===== src/rtl/hazard_sequencer_if.sv =====
// Hazard sequencer bundle: ID/EX/MEM/WB hazard inputs and pipeline control outputs.
// The slave modport is the sequencer; the master modport is the pipeline side.
// With HAZARD_FWD_EN defined the bundle also carries the EX forwarding selects.
interface hazard_sequencer_if #(
  parameter int CNT_W = 16
) ();
  logic [4:0]       rs_ID;
  logic [4:0]       rt_ID;
  logic             uses_rs_ID;
  logic             uses_rt_ID;
  logic             mul_ID;
  logic [4:0]       rd_EX;
  logic             RegWrite_EX;
  logic             MemRead_EX;
  logic [4:0]       rd_MEM;
  logic             RegWrite_MEM;
  logic [4:0]       rd_WB;
  logic             RegWrite_WB;
  logic             PCSrc_MEM;
  logic             JR_WB;
  logic             PCWrite;
  logic             IFIDWrite;
  logic             IDEX_Bubble;
  logic             Flush_IFID;
  logic             Flush_IDEX;
  logic             Flush_EXMEM;
  logic             mul_start;
  logic             mul_abort;
  logic [CNT_W-1:0] stall_count;
`ifdef HAZARD_FWD_EN
  logic [1:0]       FwdA_EX;
  logic [1:0]       FwdB_EX;
`endif

  modport slave (
    input  rs_ID, rt_ID, uses_rs_ID, uses_rt_ID, mul_ID,
    input  rd_EX, RegWrite_EX, MemRead_EX,
    input  rd_MEM, RegWrite_MEM, rd_WB, RegWrite_WB,
    input  PCSrc_MEM, JR_WB,
    output PCWrite, IFIDWrite, IDEX_Bubble,
    output Flush_IFID, Flush_IDEX, Flush_EXMEM,
    output mul_start, mul_abort, stall_count
`ifdef HAZARD_FWD_EN
    , output FwdA_EX, FwdB_EX
`endif
  );

  modport master (
    output rs_ID, rt_ID, uses_rs_ID, uses_rt_ID, mul_ID,
    output rd_EX, RegWrite_EX, MemRead_EX,
    output rd_MEM, RegWrite_MEM, rd_WB, RegWrite_WB,
    output PCSrc_MEM, JR_WB,
    input  PCWrite, IFIDWrite, IDEX_Bubble,
    input  Flush_IFID, Flush_IDEX, Flush_EXMEM,
    input  mul_start, mul_abort, stall_count
`ifdef HAZARD_FWD_EN
    , input FwdA_EX, FwdB_EX
`endif
  );
endinterface


===== src/rtl/hazard_sequencer.sv =====
// Pipeline control for the 5-stage MIPS core: RAW hazard stalls, multi-cycle
// multiply sequencing, branch/JR redirect flushes and a saturating stall counter.
// Optional feature macro: HAZARD_FWD_EN -- adds EX forwarding selects and reduces
// data stalls to the single load-use bubble. Without it, any used source that
// matches an in-flight destination (EX, MEM or WB) stalls ID.
module hazard_sequencer #(
  parameter int MUL_LATENCY = 4,
  parameter int CNT_W       = 16
) (
  input logic             Clk,
  input logic             Rst,
  hazard_sequencer_if.slave hs
);

  typedef enum logic {RUN, MUL_BUSY} state_t;

  localparam logic [3:0] MUL_LOAD = 4'(MUL_LATENCY - 1);

  state_t           state_q, state_d;
  logic [3:0]       mul_cnt_q, mul_cnt_d;
  logic             mul_done_q, mul_done_d;
  logic [CNT_W-1:0] stall_cnt_q;

  logic redirect;
  logic data_hazard;
  logic pc_we, ifid_we, bubble;
  logic flush_ifid, flush_idex, flush_exmem;
  logic start_p, abort_p;

  // Register $0 is hardwired zero, so it can never carry a dependency.
  function automatic logic reg_match(input logic [4:0] r, input logic [4:0] d,
                                     input logic we);
    return we && (d != 5'd0) && (d == r);
  endfunction

  function automatic logic [CNT_W-1:0] sat_inc(input logic [CNT_W-1:0] v);
    return (&v) ? v : v + {{(CNT_W-1){1'b0}}, 1'b1};
  endfunction

  assign redirect = hs.PCSrc_MEM | hs.JR_WB;

`ifdef HAZARD_FWD_EN
  // Only a load in EX cannot be forwarded in time; everything else is bypassed.
  assign data_hazard = hs.MemRead_EX &&
    ((hs.uses_rs_ID && reg_match(hs.rs_ID, hs.rd_EX, hs.RegWrite_EX)) ||
     (hs.uses_rt_ID && reg_match(hs.rt_ID, hs.rd_EX, hs.RegWrite_EX)));
`else
  assign data_hazard =
    (hs.uses_rs_ID && (reg_match(hs.rs_ID, hs.rd_EX,  hs.RegWrite_EX)  ||
                       reg_match(hs.rs_ID, hs.rd_MEM, hs.RegWrite_MEM) ||
                       reg_match(hs.rs_ID, hs.rd_WB,  hs.RegWrite_WB))) ||
    (hs.uses_rt_ID && (reg_match(hs.rt_ID, hs.rd_EX,  hs.RegWrite_EX)  ||
                       reg_match(hs.rt_ID, hs.rd_MEM, hs.RegWrite_MEM) ||
                       reg_match(hs.rt_ID, hs.rd_WB,  hs.RegWrite_WB)));
`endif

  // Next state and control outputs; redirect beats multiply beats data hazard.
  // mul_done_q stops the finished multiply from restarting during the cycle it
  // still sits in ID (or while a data stall holds it there).
  always_comb begin
    state_d     = state_q;
    mul_cnt_d   = mul_cnt_q;
    mul_done_d  = mul_done_q;
    pc_we       = 1'b1;
    ifid_we     = 1'b1;
    bubble      = 1'b0;
    flush_ifid  = 1'b0;
    flush_idex  = 1'b0;
    flush_exmem = 1'b0;
    start_p     = 1'b0;
    abort_p     = 1'b0;
    if (redirect) begin
      flush_ifid  = 1'b1;
      flush_idex  = 1'b1;
      flush_exmem = 1'b1;
      abort_p     = (state_q == MUL_BUSY);
      state_d     = RUN;
      mul_cnt_d   = 4'd0;
      mul_done_d  = 1'b0;
    end else if (state_q == MUL_BUSY) begin
      pc_we     = 1'b0;
      ifid_we   = 1'b0;
      bubble    = 1'b1;
      mul_cnt_d = mul_cnt_q - 4'd1;
      if (mul_cnt_q <= 4'd1) begin
        state_d    = RUN;
        mul_cnt_d  = 4'd0;
        mul_done_d = 1'b1;
      end
    end else if (hs.mul_ID && !mul_done_q) begin
      start_p = 1'b1;
      pc_we   = 1'b0;
      ifid_we = 1'b0;
      bubble  = 1'b1;
      if (MUL_LATENCY > 1) begin
        state_d   = MUL_BUSY;
        mul_cnt_d = MUL_LOAD;
      end else begin
        mul_done_d = 1'b1;
      end
    end else if (data_hazard) begin
      pc_we   = 1'b0;
      ifid_we = 1'b0;
      bubble  = 1'b1;
    end else begin
      mul_done_d = 1'b0;
    end
    if (Rst) begin
      pc_we       = 1'b1;
      ifid_we     = 1'b1;
      bubble      = 1'b0;
      flush_ifid  = 1'b0;
      flush_idex  = 1'b0;
      flush_exmem = 1'b0;
      start_p     = 1'b0;
      abort_p     = 1'b0;
    end
  end

  // State, multiply counter and saturating stall counter.
  always_ff @(posedge Clk) begin
    if (Rst) begin
      state_q     <= RUN;
      mul_cnt_q   <= 4'd0;
      mul_done_q  <= 1'b0;
      stall_cnt_q <= '0;
    end else begin
      state_q    <= state_d;
      mul_cnt_q  <= mul_cnt_d;
      mul_done_q <= mul_done_d;
      if (!pc_we) stall_cnt_q <= sat_inc(stall_cnt_q);
    end
  end

  assign hs.PCWrite     = pc_we;
  assign hs.IFIDWrite   = ifid_we;
  assign hs.IDEX_Bubble = bubble;
  assign hs.Flush_IFID  = flush_ifid;
  assign hs.Flush_IDEX  = flush_idex;
  assign hs.Flush_EXMEM = flush_exmem;
  assign hs.mul_start   = start_p;
  assign hs.mul_abort   = abort_p;
  assign hs.stall_count = stall_cnt_q;

`ifdef HAZARD_FWD_EN
  logic [1:0] fwd_a_q, fwd_b_q;
  logic       unused_wb;

  assign unused_wb = ^{hs.rd_WB, hs.RegWrite_WB};

  // Select chosen in ID and carried into EX with the instruction: a producer now
  // in EX will sit in EX/MEM next cycle (10), one now in MEM in MEM/WB (01).
  always_ff @(posedge Clk) begin
    if (Rst || !ifid_we || flush_idex) begin
      fwd_a_q <= 2'b00;
      fwd_b_q <= 2'b00;
    end else begin
      fwd_a_q <= !hs.uses_rs_ID ? 2'b00 :
                 reg_match(hs.rs_ID, hs.rd_EX,  hs.RegWrite_EX)  ? 2'b10 :
                 reg_match(hs.rs_ID, hs.rd_MEM, hs.RegWrite_MEM) ? 2'b01 : 2'b00;
      fwd_b_q <= !hs.uses_rt_ID ? 2'b00 :
                 reg_match(hs.rt_ID, hs.rd_EX,  hs.RegWrite_EX)  ? 2'b10 :
                 reg_match(hs.rt_ID, hs.rd_MEM, hs.RegWrite_MEM) ? 2'b01 : 2'b00;
    end
  end

  assign hs.FwdA_EX = fwd_a_q;
  assign hs.FwdB_EX = fwd_b_q;
`endif

endmodule

===== src/flat_wrapper.sv =====
// flat-port wrapper written by rule: the top's interface ports become plain ports
module hazard_sequencer_flat 
#(
  parameter int MUL_LATENCY = 4,
  parameter int CNT_W       = 16
)
  (Clk, Rst, hs_rs_ID, hs_rt_ID, hs_uses_rs_ID, hs_uses_rt_ID, hs_mul_ID, hs_rd_EX, hs_RegWrite_EX, hs_MemRead_EX, hs_rd_MEM, hs_RegWrite_MEM, hs_rd_WB, hs_RegWrite_WB, hs_PCSrc_MEM, hs_JR_WB, hs_PCWrite, hs_IFIDWrite, hs_IDEX_Bubble, hs_Flush_IFID, hs_Flush_IDEX, hs_Flush_EXMEM, hs_mul_start, hs_mul_abort, hs_stall_count);
  hazard_sequencer_if #(.CNT_W(CNT_W)) hs_i ();
  input logic Clk;
  input logic Rst;
  input wire logic [$bits(hs_i.rs_ID)-1:0] hs_rs_ID;
  input wire logic [$bits(hs_i.rt_ID)-1:0] hs_rt_ID;
  input wire logic [$bits(hs_i.uses_rs_ID)-1:0] hs_uses_rs_ID;
  input wire logic [$bits(hs_i.uses_rt_ID)-1:0] hs_uses_rt_ID;
  input wire logic [$bits(hs_i.mul_ID)-1:0] hs_mul_ID;
  input wire logic [$bits(hs_i.rd_EX)-1:0] hs_rd_EX;
  input wire logic [$bits(hs_i.RegWrite_EX)-1:0] hs_RegWrite_EX;
  input wire logic [$bits(hs_i.MemRead_EX)-1:0] hs_MemRead_EX;
  input wire logic [$bits(hs_i.rd_MEM)-1:0] hs_rd_MEM;
  input wire logic [$bits(hs_i.RegWrite_MEM)-1:0] hs_RegWrite_MEM;
  input wire logic [$bits(hs_i.rd_WB)-1:0] hs_rd_WB;
  input wire logic [$bits(hs_i.RegWrite_WB)-1:0] hs_RegWrite_WB;
  input wire logic [$bits(hs_i.PCSrc_MEM)-1:0] hs_PCSrc_MEM;
  input wire logic [$bits(hs_i.JR_WB)-1:0] hs_JR_WB;
  output wire logic [$bits(hs_i.PCWrite)-1:0] hs_PCWrite;
  output wire logic [$bits(hs_i.IFIDWrite)-1:0] hs_IFIDWrite;
  output wire logic [$bits(hs_i.IDEX_Bubble)-1:0] hs_IDEX_Bubble;
  output wire logic [$bits(hs_i.Flush_IFID)-1:0] hs_Flush_IFID;
  output wire logic [$bits(hs_i.Flush_IDEX)-1:0] hs_Flush_IDEX;
  output wire logic [$bits(hs_i.Flush_EXMEM)-1:0] hs_Flush_EXMEM;
  output wire logic [$bits(hs_i.mul_start)-1:0] hs_mul_start;
  output wire logic [$bits(hs_i.mul_abort)-1:0] hs_mul_abort;
  output wire logic [$bits(hs_i.stall_count)-1:0] hs_stall_count;
  assign hs_i.rs_ID = hs_rs_ID;
  assign hs_i.rt_ID = hs_rt_ID;
  assign hs_i.uses_rs_ID = hs_uses_rs_ID;
  assign hs_i.uses_rt_ID = hs_uses_rt_ID;
  assign hs_i.mul_ID = hs_mul_ID;
  assign hs_i.rd_EX = hs_rd_EX;
  assign hs_i.RegWrite_EX = hs_RegWrite_EX;
  assign hs_i.MemRead_EX = hs_MemRead_EX;
  assign hs_i.rd_MEM = hs_rd_MEM;
  assign hs_i.RegWrite_MEM = hs_RegWrite_MEM;
  assign hs_i.rd_WB = hs_rd_WB;
  assign hs_i.RegWrite_WB = hs_RegWrite_WB;
  assign hs_i.PCSrc_MEM = hs_PCSrc_MEM;
  assign hs_i.JR_WB = hs_JR_WB;
  assign hs_PCWrite = hs_i.PCWrite;
  assign hs_IFIDWrite = hs_i.IFIDWrite;
  assign hs_IDEX_Bubble = hs_i.IDEX_Bubble;
  assign hs_Flush_IFID = hs_i.Flush_IFID;
  assign hs_Flush_IDEX = hs_i.Flush_IDEX;
  assign hs_Flush_EXMEM = hs_i.Flush_EXMEM;
  assign hs_mul_start = hs_i.mul_start;
  assign hs_mul_abort = hs_i.mul_abort;
  assign hs_stall_count = hs_i.stall_count;
  hazard_sequencer #(.MUL_LATENCY(MUL_LATENCY), .CNT_W(CNT_W)) u_core (.Clk(Clk), .Rst(Rst), .hs(hs_i));
endmodule

===== config.mk =====
export PLATFORM = sky130hd
export DESIGN_NAME = hazard_sequencer_flat
export DESIGN_NICKNAME = d
export VERILOG_FILES = /design/src/rtl/hazard_sequencer_if.sv /design/src/rtl/hazard_sequencer.sv /design/src/flat_wrapper.sv
export SDC_FILE = /design/constraint.sdc
export NUM_CORES = 1
export LEC_CHECK = 0
export CAP_MARGIN = 10
export CORE_MARGIN = 3
export CORE_UTILIZATION = 45
export DETAILED_ROUTE_END_ITERATION = 12
export MAX_ROUTING_LAYER = met4
export PLACE_DENSITY = 0.81
export SLEW_MARGIN = 20
export SYNTH_ARGS = -nofsm -noshare
export SYNTH_HDL_FRONTEND = slang
export SYNTH_SLANG_ARGS = --single-unit

===== constraint.sdc =====
create_clock -name Clk -period 3.8 [get_ports Clk]
set_clock_uncertainty 0.05 [all_clocks]
set_input_delay 0.76 -clock Clk [delete_from_list [all_inputs] [get_ports Clk]]
set_output_delay 0.76 -clock Clk [all_outputs]
set_load 0.05 [all_outputs]

# Word level (Yosys, flattened, before mapping)
# Index checks and enable logic that the tools add are counted.
[word_totals]
ff_bits = 22
latchBits = 0
mem_bits_rw = 0
romBits = 0
in_bits = 36
out_inout_bits = 24
elab_cells = 72
n_memories = 0
[classes]
addsub = 2
multipliers = 0
n_div = 0
n_lt_le_gt_ge = 1
eq_ne = 9
n_shift = 0
n_mux = 27
bitwise = 3
reduce_logical = 26
[ops]
columns = ["op", "n"]
rows = [
  ["5-bit equality test", 6],
  ["1-bit two-way mux", 24],
  ["16-bit by 1-bit adder with 16-bit output (second input constant)", 1],
  ["16-bit AND reduction", 1],
  ["5-bit nonzero test", 3],
  ["1-bit logical AND", 12],
  ["4-bit two-way mux", 3],
  ["1-bit logical OR", 5],
  ["4-bit by 1-bit <= comparator with 1-bit output (second input constant)", 1],
  ["2-bit by 1-bit != test with 1-bit output (second input constant)", 2],
  ["4-bit by 1-bit subtractor with 4-bit output (second input constant)", 1],
  ["3-bit AND reduction", 1],
  ["2-bit != test (second input constant)", 1],
  ["1-bit inverter", 2],
  ["2-bit AND reduction", 1],
  ["2-bit nonzero test", 1],
  ["2-bit OR reduction", 1],
  ["1-bit logical NOT", 1],
  ["1-bit OR", 1],
]

# Depth between registers and ports, before layout
# Gate-level depths: netlist (run 1).
[depth]
depth_word = 14
depth_mapped = 9
depth_no_buf = 8

# Least setup slack after synthesis (run 1)
# Ideal clock, no wire load.
[synth_path]
path_kind = "input port to output port"
start = "input hs_rd_EX[0]"
end = "output hs_PCWrite"
t_arrival_ps = 2577
slack_ps = 413
path_stages = 8
path_cell_list = "or4_1 o21ai_2 nor4_1 o31a_1 o31ai_4 buf_6 buf_6 buf_4"
[synth_between]
elab_chain_cells = 12
elab_cells_between_ends = 18
cone_classes = "2 x eq/ne; 5 x mux; 11 x reduce/logical"
[synth_rtl]
columns = ["element", "line", "source"]
rows = [
  ["start, declared", "flat_wrapper.sv:16", "input wire logic [$bits(hs_i.rd_EX)-1:0] hs_rd_EX;"],
  ["5-bit nonzero test", "hazard_sequencer.sv:33", "return we && (d != 5'd0) && (d == r);"],
  ["1-bit logical AND (2 in a row)", "hazard_sequencer.sv:33", ""],
  ["1-bit logical OR (on tied branches)", "hazard_sequencer.sv:49, hazard_sequencer.sv:52", ""],
  ["1-bit logical OR (on tied branches)", "hazard_sequencer.sv:50, hazard_sequencer.sv:53", ""],
  ["1-bit logical AND (on tied branches)", "hazard_sequencer.sv:49, hazard_sequencer.sv:52", ""],
  ["1-bit logical OR (*)", "hazard_sequencer.sv:51", "reg_match(hs.rs_ID, hs.rd_WB, hs.RegWrite_WB))) ||"],
  ["1-bit two-way mux (*) (5 in a row)", "n/a", ""],
  ["end, declared", "flat_wrapper.sv:25", "output wire logic [$bits(hs_i.PCWrite)-1:0] hs_PCWrite;"],
]
# Mark *: on every way between the ends. The rest lies on a longest branch, timed or not.

# Worst setup path after layout (run 1)
[layout_path]
start = "input hs_rd_EX[0]"
end = "output hs_IFIDWrite"
[layout_between]
elab_chain_cells = 12
elab_cells_between_ends = 18
cone_classes = "2 x eq/ne; 5 x mux; 11 x reduce/logical"
[layout_rtl]
columns = ["element", "line", "source"]
rows = [
  ["5-bit nonzero test", "hazard_sequencer.sv:33", ""],
  ["1-bit logical AND (2 in a row)", "hazard_sequencer.sv:33", ""],
  ["1-bit logical OR (on tied branches)", "hazard_sequencer.sv:49, hazard_sequencer.sv:52", ""],
  ["1-bit logical OR (on tied branches)", "hazard_sequencer.sv:50, hazard_sequencer.sv:53", ""],
  ["1-bit logical AND (on tied branches)", "hazard_sequencer.sv:49, hazard_sequencer.sv:52", ""],
  ["1-bit logical OR (*)", "hazard_sequencer.sv:51", ""],
  ["1-bit two-way mux (*)", "hazard_sequencer.sv:101", "end else if (data_hazard) begin"],
  ["1-bit two-way mux (*)", "hazard_sequencer.sv:90", "end else if (hs.mul_ID && !mul_done_q) begin"],
  ["1-bit two-way mux (*)", "hazard_sequencer.sv:80", "end else if (state_q == MUL_BUSY) begin"],
  ["1-bit two-way mux (*)", "hazard_sequencer.sv:72", "if (redirect) begin"],
  ["1-bit two-way mux (*)", "hazard_sequencer.sv:108", "if (Rst) begin"],
  ["end, declared", "flat_wrapper.sv:26", "output wire logic [$bits(hs_i.IFIDWrite)-1:0] hs_IFIDWrite;"],
]
# Marks and branches as above.

==> flow_summary_export.csv, run 1 <==
group,metric,value,unit
clock_network,clockBufferDepth,2,
clock_network,path_clk_slew,0.13,ns
clock_network,numCtsBuffers,3,
clock_network,clkLatencyLatePin,0.32,ns
place,dp.final_hpwl,3444,um
timing,relSlewSlack,43.29,%
floorplan,initial_utilization,47.95,%
timing,timing.final.crit_share,98.09,%
critical_path,rr_endpoint,"u_core.hs.stall_count[13]",
timing,grt_setup_unrepaired,"false",
grt,grt_busiest_layer,"met2",
power_and_ir_drop,max-vdd-ir-drop,0.0001142,V
critical_path,cp_max_fo,3,
timing,setup_viol,0,
min_path,hp-start,"u_core.hs.stall_count[14]",
yosys,synthFlopType,"dfxtp_1",
clock_network,cts_hold_buffers,0,
grt,grt_usage,20.62,%
clock_network,htree_levels,1,
yosys,netlist_area,1638,um2
clock_network,cts_tree,"yes",
min_path,hold_depth,1,
detailed_routing,viasPerCell,5.633,
timing,tns,0,ns
power_and_ir_drop,power_density,216.0,nW/um2
yosys,ys_seq_area_share,26.89,%
critical_path,cp.arrival,2.92,ns
grt,antenna_found_initial,0,
detailed_routing,wl_per_cell,14.05,um
place,port_buffers,58,
min_path,holdPathEnd,"u_core.hs.stall_count[14]",
final_layout,nNetsFinal,299,
timing,drv_slew,0,
yosys,ys_warn_count,0,
floorplan,die_w,66.33,um
detailed_routing,drcViolationCount,0,
grt,use_met1,25.41,%
critical_path,timing.rr.start,"u_core.hs.stall_count[0]",
yosys,synthCells,198,
grt,use_met3,2.381,%
floorplan,fp-row-count,21,
timing,period_needed,3.728,ns
power_and_ir_drop,p_leak,0.7912,nW
clock_network,cts_root_buf,"clkbuf_4",
timing,hold_viol,0,
yosys,ys_ff_latch,22,
final_layout,antenna_cells,0,
critical_path,rr_worst_depth,6,
timing,tightest_slew,0.8442,ns
job,max-cap-violations,0,
yosys,synth_nets,237,
clock_network,cts_setup_buffers,0,
detailed_routing,routed_wl,4285,um
final_layout,n_fill_cell,294,
clock_network,cts_sinks,22,
critical_path,cp-end-kind,"output port",
yosys,synth_top_area_cell,"dfxtp_1",
critical_path,worstSetupPathType,"input port to output port",
yosys,synth_edf_count,0,
detailed_routing,first_pass_iters,4,
grt,grt_util_met2,34.08,%
critical_path,startpoint_type,"input port",
floorplan,die_area,4400,um2
final_layout,area_growth,42.70,%
floorplan,io_pins,60,
clock_network,ctsResizeCount,0,
final_layout,final_cell_mix,"53 x clkdlybuf4s50_1, 22 x dfxtp_1, 18 x xnor2_1",
detailed_routing,num_vias,1718,
critical_path,required,2.99,ns
floorplan,die_h,66.33,um
place,globalplace.congestion,0.8757,
floorplan,coreArea,3416,um2
grt,overflow,0,
min_path,min_path_type,"register to register",
timing,fmax,268.3,MHz
grt,grt_pass1_vias,1604,
outcome,outcome,"finished, final reports clean",
power_and_ir_drop,p_total,0.0005048,W
grt,grt_max_degree,28,
detailed_routing,detail_route.iter0.violations,115,
yosys,synthArstFlopShare,0,%
yosys,synth_cell_types,42,
detailed_routing,final_antenna_net_count,0,
final_layout,layout-drive-gt1-share,11.97,%
critical_path,r2r_slack,1.34,ns
final_layout,final_common_cell,"clkdlybuf4s50_1",
yosys,netlist_top_cells_area,"dfxtp_1 27%, xnor2_1 9.6%, xor2_1 6.4%, nand3_1 3.7%, or4_1 3.7%",
yosys,syn_area_per_cell,8.272,um2
grt,grt_first_pass_wirelength,7127,um
yosys,synth_top_area_share,26.89,%
[critical path, stage by stage]
cell and delay, ns:
clkdlybuf4s50_1 0.43, or4_1 0.54, o21ai_2 0.15, nor4_1 0.08, o31a_1 0.35, o31ai_4 0.27, buf_4 0.20, buf_12 0.13
[cell type report]
class	instances	area, um2	area share, %
Timing Repair Buffer	67	673.1	28.80
Multi-Input combinational cell	161	1111	47.54
Inverter	5	18.77	0.8030
Tap cell	46	57.56	2.463
Sequential cell	22	440.4	18.84
Clock buffer	4	36.28	1.552
[where the power goes]
part / switching, W / total, W / internal (W)
Combinational: 0.0000649 / 0.000136 / 0.0000709
Clock: 0.0000756 / 0.000134 / 0.0000587
Sequential: 0.00000262 / 0.000235 / 0.000232
[worst max path at each step]
stage / startpoint / to / slack, ns / cells after the start
floorplan: hs_rd_EX[0] / hs_PCWrite / 0.41 / 8
global placement: hs_rd_EX[0] / hs_IFIDWrite / 0.11 / 8
detailed placement: hs_rd_EX[0] / hs_IFIDWrite / 0.09 / 8
CTS: hs_rd_EX[0] / hs_IFIDWrite / 0.08 / 8
global route: hs_rd_MEM[0] / hs_PCWrite / 0.001 / 8
finish: hs_rd_EX[0] / hs_IFIDWrite / 0.07 / 8
[cell families (layout without fill, tap and decap cells)]
logic type      Yosys count  in the layout  synth area share (%)
simple gates             86             86                 28.73
compound gates           40             40                 18.95
xor+xnor                 30             30                 16.04
flops                    22             22                 26.89
buf+inv                  15             76                 5.270
fa+ha+maj                 3              3                 2.292
mux                       2              2                 1.834
[stage by stage]
stage	worst slack [ns]	hold slack, ns	utilization (%)	instances	instance area, um2
4_1_cts	0.08253	0.4527	68.42	305	2337
3_3_place_gp	0.1111	0.4242	67.36	301	2301
2_1_floorplan	0.4125	0.4065	-	198	1638
6_report	0.07242	0.4517	68.42	305	2337
3_5_place_dp	0.08627	0.4347	67.36	301	2301
5_1_grt	0.0009897	0.4825	68.42	305	2337
[flip-flops by register name (all words and copies together), names as in the netlist]
signal / flops
u_core.hs.stall_count: 16
u_core.mul_done_q: 1
u_core.state_q: 1
u_core.mul_cnt_q: 4
[Yosys cell counts, drive strengths merged, types with 2 or more instances]
master and count:
inv 5, nor2 13, o311ai 5, o41ai 3, xor2 12, a21oi 10, o21ai 11, mux2 2
or4 8, nand3 12, clkbuf 4, or3 6, nand2b 3, nor2b 4, ha 3, nor4 5
buf 6, o31ai 3, dfxtp 22, nor4b 2, o21a 3, xnor2 18, and3 3, nor3 7
nand4 5, nand2 13
[metal layers]
layer | part of all wire [%] | vias to the layer above
met4 | 2.4 | 0
met3 | 5.6 | 12
met5 | 0 | -
li1 | - | 857
met1 | 44 | 775
met2 | 48 | 74
No activity file was read; power rests on OpenSTA's default activity.
==> run 2, diff against run 1 <==
--- a/config.mk
+++ b/config.mk
@@ -6,11 +6,14 @@
 export NUM_CORES = 1
 export LEC_CHECK = 0
 export CAP_MARGIN = 10
+export CELL_PAD_IN_SITES_DETAIL_PLACEMENT = 0
+export CELL_PAD_IN_SITES_GLOBAL_PLACEMENT = 2
 export CORE_MARGIN = 3
-export CORE_UTILIZATION = 45
+export CORE_UTILIZATION = 25
 export DETAILED_ROUTE_END_ITERATION = 12
 export MAX_ROUTING_LAYER = met4
-export PLACE_DENSITY = 0.81
+export PLACE_DENSITY_LB_ADDON = 0.1
+export SETUP_SLACK_MARGIN = 0.2
 export SLEW_MARGIN = 20
 export SYNTH_ARGS = -nofsm -noshare
 export SYNTH_HDL_FRONTEND = slang
==> run 2 against run 1 <==
Net effect: non-clock buffer count up 6; cell count up 11%; clock power up 67%; hold slack better by 0.016 ns; maximum frequency up 6.2%; first-iteration DRC count down 59%; worst setup slack better by 0.22 ns; routed wire length up 13%; critical path depth unchanged; die area up 72%.
==> flow_summary_export.csv, run 2 (synthesis gave the netlist of run 1 again) <==
group,metric,value,unit
detailed_routing,viasPerCell,4.912,
floorplan,fp-row-count,28,
critical_path,cp_max_fo,4,
outcome,outcome,"finished, final reports clean",
power_and_ir_drop,power_density,240.8,nW/um2
clock_network,clockBufferDepth,2,
clock_network,cts_sinks,22,
critical_path,startpoint_type,"input port",
timing,tns,0,ns
critical_path,cp.arrival,2.70,ns
detailed_routing,first_pass_iters,4,
clock_network,cts_root_buf,"clkbuf_8",
timing,period_needed,3.511,ns
grt,grt_usage,13.57,%
critical_path,required,2.99,ns
clock_network,cts_setup_buffers,0,
timing,relSlewSlack,32.21,%
timing,drv_slew,0,
detailed_routing,final_antenna_net_count,0,
timing,grt_setup_unrepaired,"false",
final_layout,largest_register_ffs,16,
floorplan,die_w,86.94,um
detailed_routing,num_vias,1670,
clock_network,htree_levels,1,
critical_path,worstSetupPathType,"input port to output port",
power_and_ir_drop,pwr-share-clk,37.4,%
detailed_routing,routed_wl,4825,um
power_and_ir_drop,p_leak,0.8593,nW
job,max-cap-violations,0,
clock_network,clkLatencyLatePin,0.27,ns
clock_network,cts_hold_buffers,0,
power_and_ir_drop,switching_share,25.71,%
final_layout,nNetsFinal,305,
timing,hold_viol,0,
place,port_buffers,58,
timing,tightest_slew,1.009,ns
timing,fmax,284.8,MHz
timing,setup_viol,0,
power_and_ir_drop,p_sw,0.0001540,W
final_layout,final_cells,340,
place,preCtsSetupSlack,0.03516,ns
grt,overflow,0,
clock_network,cts_tree,"yes",
power_and_ir_drop,power_frac_seq,39.2,%
grt,grt_max_degree,15,
clock_network,path_clk_slew,0.08,ns
detailed_routing,drcViolationCount,0,
floorplan,coreArea,6131,um2
detailed_routing,wl_per_cell,14.19,um
min_path,min_path_type,"register to register",
grt,grt_pass1_vias,1699,
place,globalplace.congestion,0.8102,
final_layout,final_common_cell,"clkdlybuf4s50_1",
final_layout,area_growth,51.87,%
timing,final.setup.worst_slack,0.2891,ns
critical_path,cp-end-kind,"output port",
floorplan,initial_utilization,26.71,%
grt,antenna_found_initial,0,
timing,timing.final.crit_share,92.39,%
power_and_ir_drop,p_total,0.0005989,W
detailed_routing,detail_route.iter0.violations,47,
final_layout,final_cell_mix,"42 x clkdlybuf4s50_1, 22 x dfxtp_1, 19 x buf_4",
power_and_ir_drop,p_comb_share,23.5,%
floorplan,io_pins,60,
final_layout,layout-drive-gt1-share,17.36,%
grt,grt_first_pass_wirelength,8073,um
floorplan,die_h,86.94,um
place,placed_cells,336,
power_and_ir_drop,p_int,0.0004449,W
power_and_ir_drop,max-vdd-ir-drop,0.0001850,V
place,dp.final_hpwl,3954,um
final_layout,antenna_cells,0,
clock_network,numCtsBuffers,3,
floorplan,die_area,7559,um2
[run 2: changes by cell type in the layout (fill, tap and decap cells not counted), sizes merged]
cell and delta:
clkdlybuf4s50 -11, buf +9, dlygate4sd2 +7, bufinv +1, clkbuf -1, clkdlybuf4s15 +1
[run 2: final timing paths]
path	from	end	slack, ns	cells past startpoint
min reg2reg	u_core.mul_cnt_q[2]	u_core.mul_cnt_q[2]	0.47	2
min	u_core.mul_cnt_q[2]	u_core.mul_cnt_q[2]	0.47	2
max reg2reg	u_core.hs.stall_count[1]	u_core.hs.stall_count[9]	1.14	7
max	hs_rd_EX[3]	hs_IFIDWrite	0.29	8
[run 2: power by group through the flow]
stage / logic (W) / registers (W) / clock network [W]
3_5_place_dp: 0.000141 / 0.000240 / 0
3_3_place_gp: 0.000141 / 0.000240 / 0
5_1_grt: 0.000153 / 0.000235 / 0.000242
4_1_cts: 0.000141 / 0.000235 / 0.000232
2_1_floorplan: 0.0000658 / 0.000240 / 0
6_report: 0.000141 / 0.000235 / 0.000224
[run 2: layout make-up]
cell class	count	area, um2
flip-flops and latches	22	440.4
inverters	5	18.77
repair buffers	73	714.4
fillers	629	3643
multi-input cells	161	1149
well taps	75	93.84
clock buffers	3	41.29
clock inverters	1	30.03
[run 2: critical path, cell delays in order]
cell	delay (ns)
dlygate4sd2_1	0.24
or4_4	0.52
o21ai_4	0.16
nor4_2	0.07
o31a_1	0.32
o31ai_4	0.33
buf_12	0.17
buf_12	0.13
[run 2: metrics by stage]
step | util [%] | cell area, um2 | hold slack, ns
after global routing | 40.57 | 2487 | 0.4795
after floorplan | - | 1638 | 0.4065
after global placement | 38.94 | 2387 | 0.4417
after detailed placement | 38.94 | 2387 | 0.4455
after CTS | 40.37 | 2475 | 0.4601
final | 40.57 | 2487 | 0.4673
[run 2: routing by layer]
metal | vias up | share of wire (%) | track usage [%]
met5 | - | 0 | -
met4 | 0 | 0.48 | 2.550
met3 | 2 | 4.2 | 2.081
met2 | 44 | 49 | 23.67
met1 | 759 | 46 | 16.58
li1 | 865 | - | -
[run 2: timing repair]
item / in CTS / in global routing
endpoints found under the hold margin: 0 / 0
pin swaps: 8 / 5
setup endpoints to repair: 3 / 3
gates resized for setup: 13 / 3
==> RTL edit, RTL diff (config.mk and constraints of run 1) <==
`CNT_W` is set to 16 in 3 places; all go to 14.
--- a/src/rtl/hazard_sequencer_if.sv
+++ b/src/rtl/hazard_sequencer_if.sv
@@ -3,5 +3,5 @@
 // With HAZARD_FWD_EN defined the bundle also carries the EX forwarding selects.
 interface hazard_sequencer_if #(
-  parameter int CNT_W = 16
+  parameter int CNT_W = 14
 ) ();
   logic [4:0]       rs_ID;
--- a/src/rtl/hazard_sequencer.sv
+++ b/src/rtl/hazard_sequencer.sv
@@ -6,5 +6,5 @@
 module hazard_sequencer #(
   parameter int MUL_LATENCY = 4,
-  parameter int CNT_W       = 16
+  parameter int CNT_W       = 14
 ) (
   input logic             Clk,
--- a/src/flat_wrapper.sv
+++ b/src/flat_wrapper.sv
@@ -3,5 +3,5 @@
 #(
   parameter int MUL_LATENCY = 4,
-  parameter int CNT_W       = 16
+  parameter int CNT_W       = 14
 )
   (Clk, Rst, hs_rs_ID, hs_rt_ID, hs_uses_rs_ID, hs_uses_rt_ID, hs_mul_ID, hs_rd_EX, hs_RegWrite_EX, hs_MemRead_EX, hs_rd_MEM, hs_RegWrite_MEM, hs_rd_WB, hs_RegWrite_WB, hs_PCSrc_MEM, hs_JR_WB, hs_PCWrite, hs_IFIDWrite, hs_IDEX_Bubble, hs_Flush_IFID, hs_Flush_IDEX, hs_Flush_EXMEM, hs_mul_start, hs_mul_abort, hs_stall_count);
Interface: changed (resized hs_stall_count); port bits go from 60 to 58. The function was not compared with the original's and may differ.
==> RTL edit against run 1 <==
Worst setup slack improved by 0.091 ns. First-iteration DRC count fell by 15%. Sequential cell count fell by 2. Total power fell by 6.5%. Final cell count fell by 9.2%. Area after synthesis fell by 8.1%. Routed wire length fell by 18%. Utilization rose by 1.6 points. Non-clock buffer count fell by 7. Final area fell by 6.3%. Critical path type unchanged.
==> RTL edit: results (changes against run 1) <==
delay-heaviest family, CP=simple AND/OR/NAND/NOR gates; Filler cells=250 (-15%); share of cells above drive strength 1=0.133 (+0.0134); hold_sp=u_core.mul_done_q; max reg flops=14 (-2); sequential-to-total area share from yosys stat=0.266 (-0.00291); Clock power frac=0.261 (-0.005); Worst R2R End=u_core.hs.stall_count[10]; Iter 0 DRT Violations=98 (-15%); gr usage total=0.185 (-0.0215); Slew @ Worst Pin=0.535 ns (-0.310 ns); port bufs=56 (-3.4%); Synth Net Count=214 (-9.7%); Post-Syn Area=1510 um^2 (-8.1%); CP max FO=5 (+2); Syn. warnings=0 (unchanged); status=completed; CP arrival=2.83 ns (-0.09 ns); Netlist cell types=44 (+4.8%); vias post-DR=1448 (-16%); global placer's final weighted congestion=0.813 (-7.2%); sw frac=0.278 (-0.00542); number of global-route vias before repair=1335 (-17%); top cells by area, synth=dfxtp_1, xnor2_1, xor2_1; first-pass GRT wire length=6.02 mm (-15%); clk_lat worst skew=0.30 ns (-0.02 ns); Layout Nets=273 (-8.7%); dpl hpwl=2.97 mm (-14%); worst reg-to-reg path cell count=7 (+1); largest net degree at the start of global routing=20 (-29%); reg2reg start=u_core.hs.stall_count[2]; Synth top cells by count=xnor2_1, dfxtp_1, nor2_1; final WL=3.50 mm (-18%); Reg clk slew, reported paths=0.11 ns (-0.02 ns); R2R setup slack=1.51 ns (+0.17 ns); IR drop worst, VDD=0.101 mV (-12%)
[RTL edit: cell count changes after synthesis, moves of 4 or more]
| cell | change |
|---|---|
| or4_1 | -5 |
| nand2_1 | -5 |
| o311ai_0 | -5 |
| or3_1 | -5 |
| xnor2_1 | +9 |
| inv_1 | +4 |
| xor2_1 | -5 |
[RTL edit: cells by family after synthesis]
family	Yosys count	synth area share
AND/OR/NAND/NOR	69	0.250
XOR/XNOR	34	0.198
AO/OA/AOI/OAI	30	0.183
flip-flops	20	0.266
buffers and inverters	14	0.0432
multiplexers	5	0.0349
adder cells (fa/ha/maj)	3	0.0249
[RTL edit: cell type report]
cell class / instances / area share
inverters: 8 / 0.0154
repair buffers: 60 / 0.284
clock buffers: 4 / 0.0166
flip-flops and latches: 20 / 0.183
well taps: 44 / 0.0251
multi-input cells: 141 / 0.476
[RTL edit: per-stage QoR]
stage	hold WS [ns]	setup slack [ns]	cells	instance area, um^2	total power [mW]
floorplan	0.383	0.182	175	1510	0.287
global placement	0.392	0.191	273	2150	0.352
detailed placement	0.411	0.154	273	2150	0.354
CTS	0.437	0.152	277	2190	0.475
global route	0.465	0.0474	277	2190	0.495
finish	0.438	0.163	277	2190	0.472
[RTL edit: routing by layer]
metal  track usage  wire length, um
met5             -                0
met4        0.0431               36
met3        0.0369              172
met2         0.305             1680
met1         0.232             1610
[RTL edit: how the worst max path moves through the flow]
stage                      start          to
finish              hs_rd_MEM[0]  hs_PCWrite
global route        hs_rd_MEM[0]  hs_PCWrite
CTS                 hs_rd_MEM[0]  hs_PCWrite
detailed placement  hs_rd_MEM[0]  hs_PCWrite
global placement    hs_rd_MEM[0]  hs_PCWrite
floorplan            hs_rd_EX[0]  hs_PCWrite
